File: config.mk
export PLATFORM = sky130hd
export DESIGN_NAME = wb_write_queue
export DESIGN_NICKNAME = d
export VERILOG_FILES = /design/src/rtl/pipe_pkg.sv /design/src/rtl/wb_fifo.sv /design/src/rtl/wb_write_queue.sv
export SDC_FILE = /design/constraint.sdc
export NUM_CORES = 1
export LEC_CHECK = 0
export BUFFER_PORTS_ARGS = -buffer_cell sky130_fd_sc_hd__buf_2
export CORE_UTILIZATION = 52
export CTS_BUF_LIST = sky130_fd_sc_hd__clkbuf_4 sky130_fd_sc_hd__clkbuf_8 sky130_fd_sc_hd__clkbuf_16
export DETAILED_ROUTE_END_ITERATION = 8
export GPL_ROUTABILITY_DRIVEN = 0
export PLACE_DENSITY_LB_ADDON = 0.12
export SYNTH_ARGS = -nofsm -noshare
export SYNTH_HDL_FRONTEND = slang
export SYNTH_SLANG_ARGS = --single-unit
File: constraint.sdc
create_clock -name clk -period 4.7 [get_ports clk]
set_clock_uncertainty 0.1 [all_clocks]
set_input_delay 0.94 -clock clk [delete_from_list [all_inputs] [get_ports clk]]
set_output_delay 0.94 -clock clk [all_outputs]
set_load 0.02 [all_outputs]
File: src/rtl/pipe_pkg.sv
// Shared pipeline definitions: datapath widths, the hardwired-zero register
// index and the pending-write entry layout used by the writeback queue.
package pipe_pkg;

  localparam int DW = 32;
  localparam int AW = 5;

  // Register 0 is hardwired to zero: never written, never forwarded.
  localparam logic [AW-1:0] REG_ZERO = '0;

  typedef struct packed {
    logic [AW-1:0] rd;
    logic [DW-1:0] data;
  } wb_entry_t;

endpackage

File: src/rtl/wb_fifo.sv
// Synchronous FIFO of pending register-file writes. Besides the usual
// push/pop/head interface it exposes every storage slot together with a
// per-slot occupancy vector and the index of the most recently pushed slot,
// so the owner can search the pending writes for forwarding.
module wb_fifo
  import pipe_pkg::*;
#(
  parameter int DEPTH = 2
) (
  input  logic                          clk,
  input  logic                          rst,
  input  logic                          push_i,
  input  wb_entry_t                     entry_i,
  input  logic                          pop_i,
  output logic                          full_o,
  output logic                          empty_o,
  output wb_entry_t                     head_o,
  output wb_entry_t [DEPTH-1:0]         entries_o,
  output logic [DEPTH-1:0]              valid_o,
  output logic [$clog2(DEPTH)-1:0]      newest_o
);

  localparam int PW = $clog2(DEPTH);
  localparam int CW = PW + 1;

  wb_entry_t [DEPTH-1:0] mem_q;
  logic [PW-1:0]         wr_ptr_q, wr_ptr_d;
  logic [PW-1:0]         rd_ptr_q, rd_ptr_d;
  logic [CW-1:0]         count_q, count_d;
  logic                  push_ok, pop_ok;

  assign full_o  = (count_q == CW'(DEPTH));
  assign empty_o = (count_q == '0);

  // A push into a full FIFO only lands when a pop frees the slot that edge;
  // a pop on an empty FIFO is ignored, so count stays within 0..DEPTH.
  assign push_ok = push_i && (!full_o || pop_i);
  assign pop_ok  = pop_i && !empty_o;

  // Next pointers and occupancy; pointers wrap naturally modulo DEPTH.
  always_comb begin
    wr_ptr_d = wr_ptr_q;
    rd_ptr_d = rd_ptr_q;
    count_d  = count_q;
    if (push_ok) wr_ptr_d = wr_ptr_q + PW'(1);
    if (pop_ok)  rd_ptr_d = rd_ptr_q + PW'(1);
    count_d = count_q + CW'(push_ok) - CW'(pop_ok);
  end

  // Control state; reset discards every pending entry.
  always_ff @(posedge clk) begin
    if (rst) begin
      wr_ptr_q <= '0;
      rd_ptr_q <= '0;
      count_q  <= '0;
    end else begin
      wr_ptr_q <= wr_ptr_d;
      rd_ptr_q <= rd_ptr_d;
      count_q  <= count_d;
    end
  end

  // Entry storage; contents are qualified by valid_o, so no reset is needed.
  always_ff @(posedge clk) begin
    if (push_ok) mem_q[wr_ptr_q] <= entry_i;
  end

  // A slot is occupied when its distance from the head is below the count.
  always_comb begin
    logic [PW-1:0] offset;
    valid_o = '0;
    for (int i = 0; i < DEPTH; i++) begin
      offset     = PW'(i) - rd_ptr_q;
      valid_o[i] = ({1'b0, offset} < count_q);
    end
  end

  assign head_o    = mem_q[rd_ptr_q];
  assign entries_o = mem_q;
  assign newest_o  = wr_ptr_q - PW'(1);

endmodule

File: src/rtl/wb_write_queue.sv
// Writeback-side register-file writer: accepts MEM/WB results, resolves the
// ALU/load mux at enqueue, buffers up to DEPTH pending writes, drains one per
// cycle into the register file and offers a youngest-match bypass for rs/rt.
module wb_write_queue
  import pipe_pkg::*;
#(
  parameter int DEPTH = 2,
  parameter int DW    = pipe_pkg::DW,
  parameter int AW    = pipe_pkg::AW
) (
  input  logic          clk,
  input  logic          rst,
  input  logic          in_valid,
  output logic          in_ready,
  input  logic          in_regwrite,
  input  logic          in_memtoreg,
  input  logic [AW-1:0] in_rd,
  input  logic [DW-1:0] in_aluresult,
  input  logic [DW-1:0] in_memdata,
  input  logic          hold,
  output logic [AW-1:0] rd,
  output logic [DW-1:0] writedata,
  output logic          regwrite,
  input  logic [AW-1:0] rs,
  input  logic [AW-1:0] rt,
  output logic          fwd_a_hit,
  output logic          fwd_b_hit,
  output logic [DW-1:0] fwd_a,
  output logic [DW-1:0] fwd_b,
  output logic          full,
  output logic          empty
);

  localparam int PW = $clog2(DEPTH);

  wb_entry_t             new_entry;
  wb_entry_t             head;
  wb_entry_t [DEPTH-1:0] entries;
  logic [DEPTH-1:0]      valid;
  logic [PW-1:0]         newest;
  logic                  keep;
  logic                  push;
  logic [DW:0]           srch_a, srch_b;

  // Youngest pending write to idx, returned as {hit, data}. Slots are visited
  // oldest to newest so a younger match overwrites an older one.
  function automatic logic [DW:0] fwd_search(
    input logic [AW-1:0]         idx,
    input wb_entry_t [DEPTH-1:0] ents,
    input logic [DEPTH-1:0]      vld,
    input logic [PW-1:0]         nw
  );
    logic [DW:0]   res;
    logic [PW-1:0] pos;
    res = '0;
    if (idx != REG_ZERO) begin
      for (int k = DEPTH - 1; k >= 0; k--) begin
        pos = nw - PW'(k);
        if (vld[pos] && (ents[pos].rd == idx)) res = {1'b1, ents[pos].data};
      end
    end
    return res;
  endfunction

  // Writes to r0 or without regwrite are accepted but never stored.
  assign keep = in_regwrite && (in_rd != REG_ZERO);
  assign push = in_valid && in_ready && keep;

  // Load/ALU selection is frozen into the entry when it is enqueued.
  always_comb begin
    new_entry      = '0;
    new_entry.rd   = in_rd;
    new_entry.data = in_memtoreg ? in_memdata : in_aluresult;
  end

  assign regwrite = !empty && !hold;
  assign in_ready = !full || regwrite;
  assign rd        = empty ? '0 : head.rd;
  assign writedata = empty ? '0 : head.data;

  wb_fifo #(
    .DEPTH (DEPTH)
  ) u_fifo (
    .clk       (clk),
    .rst       (rst),
    .push_i    (push),
    .entry_i   (new_entry),
    .pop_i     (regwrite),
    .full_o    (full),
    .empty_o   (empty),
    .head_o    (head),
    .entries_o (entries),
    .valid_o   (valid),
    .newest_o  (newest)
  );

  // Bypass lookups see registered entries only, including the head draining now.
  always_comb begin
    srch_a    = fwd_search(rs, entries, valid, newest);
    srch_b    = fwd_search(rt, entries, valid, newest);
    fwd_a_hit = srch_a[DW];
    fwd_a     = srch_a[DW-1:0];
    fwd_b_hit = srch_b[DW];
    fwd_b     = srch_b[DW-1:0];
  end

endmodule
==> impl_results.html <==
<table>
<tr><th>Metric</th><th>Value</th></tr>
<tr><th colspan="2">Outcome</th></tr>
<tr><td>Result of the run</td><td>complete, no violations</td></tr>
<tr><th colspan="2">Cells and area</th></tr>
<tr><td>Leading cell types in the layout, fill and taps excluded</td><td>sky130_fd_sc_hd__buf_2, sky130_fd_sc_hd__nand2_1, sky130_fd_sc_hd__a211o_1</td></tr>
<tr><td>Synthesis-to-layout area growth</td><td>21.9%</td></tr>
<tr><td>Commonest non-fill, non-tap cell in the layout</td><td>sky130_fd_sc_hd__buf_2</td></tr>
<tr><td>Count of inserted antenna diode cells</td><td>0</td></tr>
<tr><td>Count of placed standard cells in the final layout, fillers left out</td><td>925</td></tr>
<tr><td>Final Instance Area</td><td>0.00708 mm^2</td></tr>
<tr><td>Layout net count</td><td>about 870</td></tr>
<tr><td>Layout filler cell count</td><td>891</td></tr>
<tr><td>Share of post-route cells with drive strength above 1</td><td>33.9%</td></tr>
<tr><th colspan="2">Logic synthesis</th></tr>
<tr><td>Flip-flop and latch count after synthesis</td><td>78</td></tr>
<tr><td>Count of distinct cell types in the synthesized netlist</td><td>32</td></tr>
<tr><td>Leading area contributor after synthesis</td><td>sky130_fd_sc_hd__edfxtp_1</td></tr>
<tr><td>Mapped Avg Cell Area</td><td>9.41 um^2</td></tr>
<tr><td>Post-Synth Simple-Gate Area</td><td>roughly 16%</td></tr>
<tr><td>Multiplexer share of the synthesized area</td><td>14.4%</td></tr>
<tr><td>Share of Yosys cell area claimed by the top area cell type</td><td>38.3%</td></tr>
<tr><td>EDFF count, synth</td><td>74</td></tr>
<tr><td>Sequential area share after synthesis</td><td>39.6%</td></tr>
<tr><td>Post-Synth XOR/XNOR Area</td><td>3.90%</td></tr>
<tr><td>Adder-Cell Fraction of Synth Area</td><td>0.431%</td></tr>
<tr><td>Async SR Flop Fraction</td><td>0%</td></tr>
<tr><td>Largest family of logic cells by synthesized area</td><td>compound AO/OA/AOI/OAI gates</td></tr>
<tr><td>Mapped Area</td><td>between 0.005 and 0.006 mm^2</td></tr>
<tr><td>Syn Nets</td><td>704</td></tr>
<tr><td>Post-synth top flop</td><td>sky130_fd_sc_hd__edfxtp_1</td></tr>
<tr><td>Leading cell types by total area after synthesis</td><td>sky130_fd_sc_hd__edfxtp_1, sky130_fd_sc_hd__a211o_1, sky130_fd_sc_hd__nand2_1</td></tr>
<tr><td>Cell count after synthesis</td><td>around 600</td></tr>
<tr><td>Synthesized-area fraction occupied by ao, oa, aoi and oai cells</td><td>21.3%</td></tr>
<tr><td>Synth warnings</td><td>0</td></tr>
<tr><th colspan="2">Routing</th></tr>
<tr><td>Total wire length after detailed routing</td><td>approximately 17 mm</td></tr>
<tr><td>Via density</td><td>6.06</td></tr>
<tr><td>Average routed wire per standard cell</td><td>18.5 um</td></tr>
<tr><td>Via count</td><td>5,603</td></tr>
<tr><td>TritonRoute pass-1 iters</td><td>5</td></tr>
<tr><td>DRC violation total after the first TritonRoute iteration</td><td>370</td></tr>
<tr><td>Antenna-violating nets left</td><td>0</td></tr>
<tr><td>Final routed DRC violation total</td><td>0</td></tr>
<tr><th colspan="2">Global routing</th></tr>
<tr><td>Largest net degree at the start of global routing</td><td>68</td></tr>
<tr><td>Global-route congestion overflow total</td><td>0</td></tr>
<tr><td>Number of global-route vias before repair</td><td>5,378</td></tr>
<tr><td>Global-route wire length before repair</td><td>26.5 mm</td></tr>
<tr><td>Antenna violations before repair</td><td>0</td></tr>
<tr><td>Global router's overall resource usage</td><td>29.8%</td></tr>
<tr><th colspan="2">Placement</th></tr>
<tr><td>Cell area after placement</td><td>0.00685 mm^2</td></tr>
<tr><td>Placed insts</td><td>just over 900</td></tr>
<tr><td>Half-perimeter wire length after placement</td><td>11.2 mm</td></tr>
<tr><td>Buffers added on ports</td><td>roughly 190</td></tr>
<tr><th colspan="2">Power and ir drop</th></tr>
<tr><td>Peak VDD IR</td><td>approximately 0.00026 V</td></tr>
<tr><td>Power per cell area</td><td>around 380 mW/mm^2</td></tr>
<tr><td>Leakage</td><td>3.19 nW</td></tr>
<tr><th colspan="2">STA</th></tr>
<tr><td>Post-route fraction of the period consumed by the critical path</td><td>91.1%</td></tr>
<tr><td>Worst slew slack as a fraction of its limit</td><td>approximately a quarter</td></tr>
<tr><td>Transition time at the pin with the least slew margin</td><td>around 1100 ps</td></tr>
<tr><td>Setup TNS Final</td><td>0 ps</td></tr>
<tr><td>Highest attainable clock frequency</td><td>~230 MHz</td></tr>
<tr><td>Final hold violation count</td><td>0</td></tr>
<tr><td>Setup violations, final</td><td>0</td></tr>
<tr><td>Min Tclk post-route</td><td>4280 ps</td></tr>
<tr><td>RSZ-0062 raised after global routing</td><td>no</td></tr>
<tr><td>Number of max-slew violations in the final report</td><td>0</td></tr>
<tr><th colspan="2">Worst setup path</th></tr>
<tr><td>Element type at the critical path end</td><td>output port</td></tr>
<tr><td>Type of origin of the critical path</td><td>flop</td></tr>
<tr><td>Path type of the worst setup path</td><td>reg2out</td></tr>
<tr><td>Arrival time at the worst endpoint</td><td>3240 ps</td></tr>
<tr><td>Data required time at the worst endpoint</td><td>3660 ps</td></tr>
<tr><td>Maximum fanout count along the critical path</td><td>18</td></tr>
<tr><th colspan="2">Run</th></tr>
<tr><td>Number of maximum-capacitance violations</td><td>0</td></tr>
<tr><th colspan="2">CTS</th></tr>
<tr><td># Post-CTS Setup Buffers</td><td>0</td></tr>
<tr><td>Post-CTS resize count</td><td>0</td></tr>
<tr><td>Clock network latency to the later pin of the worst-skew pair</td><td>340 ps</td></tr>
<tr><td>Number of H-tree levels</td><td>3</td></tr>
<tr><td>Buffer type at the clock tree root</td><td>sky130_fd_sc_hd__clkbuf_8</td></tr>
<tr><td>Cts hold-fix bufs</td><td>0</td></tr>
<tr><td>Clock tree sinks</td><td>78</td></tr>
<tr><td>Buffers from clock root to sink, at most</td><td>2</td></tr>
<tr><td>TritonCTS clock tree</td><td>yes</td></tr>
<tr><td>Clock input transition at the sequential cells of the worst setup and hold paths</td><td>~70 ps</td></tr>
<tr><td>TritonCTS buffer count</td><td>9</td></tr>
<tr><th colspan="2">Hold path</th></tr>
<tr><td>Worst hold path type</td><td>reg2reg</td></tr>
<tr><th colspan="2">Die</th></tr>
<tr><td>Top-level I/O count</td><td>192</td></tr>
<tr><td>Die Area</td><td>0.0116 mm^2</td></tr>
<tr><td>Number of cell rows</td><td>38</td></tr>
<tr><td>Core Area</td><td>0.0108 mm^2</td></tr>
<tr><td>Effective utilization at floorplan</td><td>53.6%</td></tr>
<tr><td>DIE WIDTH</td><td>108 um</td></tr>
<tr><td>Die boundary height</td><td>108 um</td></tr>
</table>
power by group:
part / switching [mW] / internal, mW / total, mW
Combinational: 0.795 / 0.400 / 1.20
Sequential: 0.0504 / 0.824 / 0.874
Clock: 0.238 / 0.353 / 0.591
sequential cells by signal, summed over array words and instances (netlist names):
name and flops:
u_fifo.count_q 2, u_fifo.entries_o 74, u_fifo.rd_ptr_q 1, u_fifo.wr_ptr_q 1
synthesized netlist by cell type (6+ instances only):
| cell | count |
|---|---|
| sky130_fd_sc_hd__mux2_2 | 32 |
| sky130_fd_sc_hd__xnor2_1 | 19 |
| sky130_fd_sc_hd__a22oi_1 | 6 |
| sky130_fd_sc_hd__nor2_1 | 50 |
| sky130_fd_sc_hd__a211oi_1 | 6 |
| sky130_fd_sc_hd__a221oi_1 | 10 |
| sky130_fd_sc_hd__buf_1 | 7 |
| sky130_fd_sc_hd__clkbuf_1 | 34 |
| sky130_fd_sc_hd__edfxtp_1 | 74 |
| sky130_fd_sc_hd__a211o_1 | 112 |
| sky130_fd_sc_hd__nand2_1 | 173 |
| sky130_fd_sc_hd__mux2i_1 | 46 |
worst paths after layout:
path / slack (ps) / end / startpoint / cells after the start
setup / recovery: 420 / fwd_b[0] / u_fifo.wr_ptr_q$_SDFFE_PP0N_ / 8
setup reg to reg: 1330 / u_fifo.entries_o[64]$_DFFE_PP_ / u_fifo.wr_ptr_q$_SDFFE_PP0N_ / 4
hold reg to reg: 530 / u_fifo.count_q[1]$_SDFF_PP0_ / u_fifo.count_q[1]$_SDFF_PP0_ / 2
hold / removal: 530 / u_fifo.count_q[1]$_SDFF_PP0_ / u_fifo.count_q[1]$_SDFF_PP0_ / 2
kinds of logic after synthesis:
group           after synthesis
compound gates              143
xor+xnor                     25
fa+ha+maj                     2
buf+inv                      54
flops                        78
mux                          79
simple gates                236
critical path: stages, from the launching register on:
cell                      delay (ps)
sky130_fd_sc_hd__dfxtp_4         530
sky130_fd_sc_hd__mux2i_1         370
sky130_fd_sc_hd__xnor2_1         110
sky130_fd_sc_hd__or4_4           580
sky130_fd_sc_hd__or2_1           460
sky130_fd_sc_hd__buf_4           320
sky130_fd_sc_hd__a211o_1         250
sky130_fd_sc_hd__nand2_1         100
sky130_fd_sc_hd__buf_2           170
through the flow:
step | worst slack [ps] | power, mW | utilization, % | hold WS [ps]
2_1_floorplan | 1010 | 1.69 | - | 433
3_3_place_gp | 665 | 2.06 | 63.2 | 490
3_5_place_dp | 627 | 2.08 | 63.2 | 511
4_1_cts | 445 | 2.67 | 65.3 | 533
5_1_grt | 207 | 2.79 | 65.3 | 570
6_report | 416 | 2.66 | 65.3 | 530
cell type report:
| class | count | area, um^2 | share of cell area [%] |
|---|---|---|---|
| inverter | 4 | 15.0 | 0.212 |
| tap | 140 | 175 | 2.48 |
| clock inverter | 5 | 98.8 | 1.40 |
| multi-input combinational | 485 | 3300 | 46.7 |
| sequential | 78 | 2310 | 32.6 |
| clock buffer | 10 | 131 | 1.86 |
| timing repair buffer | 203 | 1050 | 14.8 |
routing by layer:
metal	wire, um	up-vias	global-route usage (%)	part of all wire, %
met5	0	-	0	0
met3	1280	26	3.81	7.5
met1	7120	2690	37.7	42
met2	8440	275	51.0	49
li1	-	2612	-	-
met4	310	0	12.7	1.8
No activity file was read; power rests on OpenSTA's default activity.
